===== src/rtl/lfsr_az_pkg.sv =====
// Shared constants for the add-zero Fibonacci LFSR (full 2^WIDTH period).
// Latency: n/a (constants and types only).
// Backpressure: n/a.
package lfsr_az_pkg;

  localparam int WIDTH_MIN = 3;
  localparam int WIDTH_MAX = 16;

  // Maximal-length Fibonacci tap masks, indexed by register width.
  // Bit k set means state bit k feeds the XOR; bit WIDTH-1 is always set.
  // Entries 0..2 are unused placeholders so the index equals the width.
  localparam logic [WIDTH_MAX:0][15:0] TAPS_TBL = {
    16'hD008,  // 16: taps 16,15,13,4
    16'h6000,  // 15: taps 15,14
    16'h2015,  // 14: taps 14,5,3,1
    16'h100D,  // 13: taps 13,4,3,1
    16'h0829,  // 12: taps 12,6,4,1
    16'h0500,  // 11: taps 11,9
    16'h0240,  // 10: taps 10,7
    16'h0110,  //  9: taps 9,5
    16'h00B8,  //  8: taps 8,6,5,4
    16'h0060,  //  7: taps 7,6
    16'h0030,  //  6: taps 6,5
    16'h0014,  //  5: taps 5,3
    16'h000C,  //  4: taps 4,3
    16'h0006,  //  3: taps 3,2
    16'h0000,  //  2: unused
    16'h0000,  //  1: unused
    16'h0000   //  0: unused
  };

  // Per-cycle action of a generator; restart outranks enable.
  typedef enum logic [1:0] {
    ACT_HOLD = 2'd0,
    ACT_STEP = 2'd1,
    ACT_LOAD = 2'd2
  } step_e;

endpackage : lfsr_az_pkg


===== src/rtl/lfsr_az_core.sv =====
// One add-zero Fibonacci LFSR channel: visits all 2^WIDTH states, zero included.
// Latency: data is registered; a step or reload is visible one clock later.
// Backpressure: none; enable low holds state, restart reloads from seed.
module lfsr_az_core
  import lfsr_az_pkg::*;
#(
  parameter int               WIDTH = 8,
  parameter logic [WIDTH-1:0] TAPS  = TAPS_TBL[WIDTH][WIDTH-1:0]
) (
  input  logic             clk,
  input  logic             reset,
  input  logic [WIDTH-1:0] seed,
  input  logic             enable,
  input  logic             restart,
  output logic [WIDTH-1:0] data
);

  logic [WIDTH-1:0] r_state;
  logic [WIDTH-1:0] w_next;
  logic             w_fb;
  logic             w_low_zero;
  step_e            w_act;

  // Resolve the cycle's action: reload beats step beats hold.
  always_comb begin
    w_act = ACT_HOLD;
    if (restart) begin
      w_act = ACT_LOAD;
    end else if (enable) begin
      w_act = ACT_STEP;
    end
  end

  // The extra term flips feedback when all bits below the MSB are zero.
  // That splices state 0 between 10..0 and 0..01, lengthening the
  // maximal 2^WIDTH-1 cycle by exactly the all-zero state.
  assign w_low_zero = (r_state[WIDTH-2:0] == '0);
  assign w_fb       = (^(r_state & TAPS)) ^ w_low_zero;

  // Next-state selection for the chosen action.
  always_comb begin
    w_next = r_state;
    unique case (w_act)
      ACT_LOAD: w_next = seed;
      ACT_STEP: w_next = {r_state[WIDTH-2:0], w_fb};
      default:  w_next = r_state;
    endcase
  end

  // State register; reset clears to zero rather than loading seed.
  always_ff @(posedge clk or negedge reset) begin
    if (!reset) begin
      r_state <= '0;
    end else begin
      r_state <= w_next;
    end
  end

  assign data = r_state;

endmodule : lfsr_az_core


===== src/rtl/lfsr_az_param.sv =====
// CHANNELS lockstep add-zero LFSRs with optional period tracking (LFSR_PERIOD_FLAG_EN).
// Latency: data/wrap/done registered, one clock after the controlling edge.
// Backpressure: none; enable low freezes data and period counter.
module lfsr_az_param
  import lfsr_az_pkg::*;
#(
  parameter int               WIDTH    = 8,
  parameter logic [WIDTH-1:0] TAPS     = TAPS_TBL[WIDTH][WIDTH-1:0],
  parameter int               CHANNELS = 1
) (
  input  logic                      clk,
  input  logic                      reset,
  input  logic [CHANNELS*WIDTH-1:0] seed,
  input  logic                      enable,
  input  logic                      restart,
  output logic [CHANNELS*WIDTH-1:0] data,
  output logic                      wrap,
  output logic                      done
);

  // Reject configurations the tap table and channel packing cannot serve.
  if (WIDTH < WIDTH_MIN || WIDTH > WIDTH_MAX) begin : g_bad_width
    $error("lfsr_az_param: WIDTH out of range 3..16");
  end
  if (CHANNELS < 1 || CHANNELS > 8) begin : g_bad_channels
    $error("lfsr_az_param: CHANNELS out of range 1..8");
  end
  if (TAPS[WIDTH-1] != 1'b1) begin : g_bad_taps
    $error("lfsr_az_param: TAPS must have bit WIDTH-1 set");
  end

  // All channels share enable/restart so they step in lockstep.
  for (genvar c = 0; c < CHANNELS; c++) begin : g_chan
    lfsr_az_core #(
      .WIDTH (WIDTH),
      .TAPS  (TAPS)
    ) u_core (
      .clk     (clk),
      .reset   (reset),
      .seed    (seed[c*WIDTH +: WIDTH]),
      .enable  (enable),
      .restart (restart),
      .data    (data[c*WIDTH +: WIDTH])
    );
  end

`ifdef LFSR_PERIOD_FLAG_EN
  // The counter tracks steps since the last reload modulo 2^WIDTH; since
  // the period is exactly 2^WIDTH, its wrap coincides with data returning
  // to the reload value on every channel at once.
  localparam logic [WIDTH-1:0] CNT_ONE = {{(WIDTH-1){1'b0}}, 1'b1};

  logic [WIDTH-1:0] r_cnt;
  logic             r_wrap;
  logic             r_done;
  logic             w_cnt_last;

  assign w_cnt_last = (r_cnt == {WIDTH{1'b1}});

  // Period counter and flags; restart clears all, even on a wrapping step.
  always_ff @(posedge clk or negedge reset) begin
    if (!reset) begin
      r_cnt  <= '0;
      r_wrap <= 1'b0;
      r_done <= 1'b0;
    end else if (restart) begin
      r_cnt  <= '0;
      r_wrap <= 1'b0;
      r_done <= 1'b0;
    end else if (enable) begin
      r_cnt  <= r_cnt + CNT_ONE;
      r_wrap <= w_cnt_last;
      if (w_cnt_last) begin
        r_done <= 1'b1;
      end
    end else begin
      r_wrap <= 1'b0;
    end
  end

  assign wrap = r_wrap;
  assign done = r_done;
`else
  // Period tracking not built: flags are kept as ports but held low.
  assign wrap = 1'b0;
  assign done = 1'b0;
`endif

endmodule : lfsr_az_param


===== config.mk =====
export PLATFORM = sky130hd
export DESIGN_NAME = lfsr_az_param
export DESIGN_NICKNAME = d
export VERILOG_FILES = /design/src/rtl/lfsr_az_pkg.sv /design/src/rtl/lfsr_az_core.sv /design/src/rtl/lfsr_az_param.sv
export SDC_FILE = /design/constraint.sdc
export NUM_CORES = 1
export LEC_CHECK = 0
export CORE_AREA = 2 2 39 41
export CTS_BUF_LIST = sky130_fd_sc_hd__clkbuf_4 sky130_fd_sc_hd__clkbuf_8
export DETAILED_ROUTE_END_ITERATION = 12
export DIE_AREA = 0 0 41 43
export PLACE_DENSITY = 0.7
export SLEW_MARGIN = 25
export SYNTH_ARGS = -nofsm -noshare
export SYNTH_HDL_FRONTEND = slang
export SYNTH_HIERARCHICAL = 1
export SYNTH_SLANG_ARGS = --single-unit

===== constraint.sdc =====
create_clock -name clk -period 4.5 [get_ports clk]
set_input_delay 0.45 -clock clk [delete_from_list [all_inputs] [get_ports clk]]
set_output_delay 0.45 -clock clk [all_outputs]
set_load 0.03 [all_outputs]

==> results.sh <==
export IMPL_largest_reg_flops=8
export IMPL_yosysUniqueCellTypes=19
export IMPL_timing_final_crit_share=0.414
export IMPL_synthesis_area_sq_um=465
export IMPL_r2r_end="g_chan[0].u_core/data[0]"
export IMPL_grtUsageTotal=0.132
export IMPL_clock_latency_ps=250
export IMPL_fmax_ghz=0.537
export IMPL_placed_cells=79
export IMPL_clkSlewWorstSetupHoldPaths_ps=50
export IMPL_placed_cell_area_sq_um=652
export IMPL_avgSynthCellArea_sq_um=9.70
export IMPL_cts_root_buf="clkbuf_4"
export IMPL_crit_type="in -> reg"
export IMPL_status="finished, final reports clean"
export IMPL_cts_tree="done"
export IMPL_postLayoutCellArea_sq_um=674
export IMPL_place_gp_congestion=0.732
export IMPL_routedWlPerCell_microns=11.0
export IMPL_hold_viol=0
export IMPL_yosys_warnings=6
export IMPL_fin_crit_ps=1860
export IMPL_cts_sinks=8
export IMPL_required_ps=4630
export IMPL_final_common_cell="clkdlybuf4s50_1"
export IMPL_crit_arrival_ps=1990
export IMPL_drtIter0Drc=7
export IMPL_grt_pass1_wl_microns=1530
export IMPL_yosysTopAreaCell="dfrtp_1"
export IMPL_hold_buffers=0
export IMPL_maxSlewViolCount=0
export IMPL_final_nets=81
export IMPL_die_h_microns=43
export IMPL_coreArea_sq_mm=0.00138
export IMPL_grt_ovfl_total=0
export IMPL_numCtsBuffers=3
export IMPL_syn_inst=48
export IMPL_clk_path_buf_depth=2
export IMPL_tns_ps=0
export IMPL_row_count=14
export IMPL_startpoint_type="input port"
export IMPL_cts_max_level=1
export IMPL_netlist_area_leader_share=0.430
export IMPL_die_x_microns=41
export IMPL_ys_seq_elements=8
export IMPL_start_util=0.336
export IMPL_reg2regPathDepth=5
export IMPL_synth_area_leaders="dfrtp_1, mux2i_1, o21ai_0"
export IMPL_grt_pass1_vias=372
export IMPL_diodes=0
export IMPL_drive_above_1_share=0.0455
export IMPL_drt_vias_per_instance=4.59
export IMPL_pin_count=22
export IMPL_wirelength_microns=905
export IMPL_grt_setup_unrepaired="no"
export IMPL_power_leakage_uw=0.000314
export IMPL_r2r_start="g_chan[0].u_core/data[4]"
export IMPL_io_buffers=19
export IMPL_drc=0
export IMPL_irDropWorstVdd_mv=0.116
export IMPL_ys_seq_area_frac=0.430
export IMPL_area_delta_synth_final_pct=44.9
export IMPL_grt_max_degree=19
export IMPL_ctsResizeCount=0
export IMPL_die_area_sq_mm=0.00176
export IMPL_cap_violations=0
export IMPL_end_kind="flop"
export IMPL_whs_ps=471
export IMPL_fin_worst_skew_ps=0.465
export IMPL_r2r_slack_ps=2950
export IMPL_antenna_found_initial=0
export IMPL_mostFrequentLayoutCells="clkdlybuf4s50_1, dfrtp_1, mux2i_1, nand2_1, o21ai_0"
export IMPL_post_cts_buffers=0
export IMPL_post_layout_nonfiller_instances=82
export IMPL_cp_max_fo=18
export IMPL_drtPass1Iterations=3
export IMPL_hold_path_class="in -> async"
export IMPL_vias=376
export IMPL_setup_viol=0
export IMPL_p_per_area_mw_per_mm2=322
export IMPL_postRouteAntennaNets=0
==> logic make-up (layout without fill, tap and decap cells) <==
| family | after synthesis | after routing | synth area share |
|---|---|---|---|
| AOI/OAI and AO/OA | 9 | 9 | 0.113 |
| xor gates and xnor gates | 1 | 1 | 0.0484 |
| adders and majority gates | 1 | 1 | 0.0269 |
| buffers and inverters | 8 | 25 | 0.0833 |
| DFF | 8 | 8 | 0.430 |
| muxes | 7 | 7 | 0.151 |
| other | 1 | 2 | 0.00806 |
| and+or+nand+nor | 13 | 13 | 0.140 |
==> where the power goes <==
group	switching (uW)	total, uW	leakage, uW	internal, uW
Combinational	36.8	73.9	0.000203	37.1
Clock	23.3	53.7	0.0000138	30.4
Sequential	8.84	89.2	0.0000973	80.3
==> layer usage <==
layer | track usage | vias up | share of wire
li1 | - | 198 | -
met1 | 0.174 | 168 | 0.42
met2 | 0.188 | 10 | 0.54
met3 | 0.0157 | 0 | 0.038
met4 | 0.100 | 0 | 0
met5 | 0 | - | 0
==> cells in the mapped netlist <==
library cell,n
buf_4,2
buf_2,1
dfrtp_1,8
or3_1,1
nor2_1,1
nor2b_1,1
clkbuf_1,2
and2b_1,1
o21ai_0,7
mux2i_1,7
conb_1,1
inv_1,3
ha_1,1
nand2_1,7
a22o_1,1
a2111oi_0,1
and4_1,1
nor4_1,1
xnor3_1,1
==> per-stage QoR <==
stage                     total power [uW]  worst slack (ps)  utilization
after detailed placement               166              2360        0.471
final                                  217              2640        0.487
after global placement                 165              2380        0.471
after floorplan                        134              2800            -
after global routing                   235              2540        0.487
after CTS                              221              2630        0.487
==> final cells by class <==
class	count	area, sq um
repair buffers	19	190
clock buffers	3	22.5
fillers	141	709
flip-flops and latches	8	200
multi-input cells	33	230
well taps	16	20.0
inverters	3	11.3
==> worst max-delay path by stage <==
stage,start,end,cells after the start
6_report,restart,g_chan[0].u_core/data[0],4
2_1_floorplan,g_chan[0].u_core/data[4],g_chan[0].u_core/data[0],5
3_5_place_dp,restart,g_chan[0].u_core/data[0],4
4_1_cts,restart,g_chan[0].u_core/data[0],4
5_1_grt,restart,g_chan[0].u_core/data[0],4
3_3_place_gp,restart,g_chan[0].u_core/data[0],4
==> worst max-delay path, cell delays in order <==
cell and delay [ps]:
clkdlybuf4s50_1 770, and2b_1 230, and4_1 180, or3_1 350
Power figures use the tool's default switching activity.
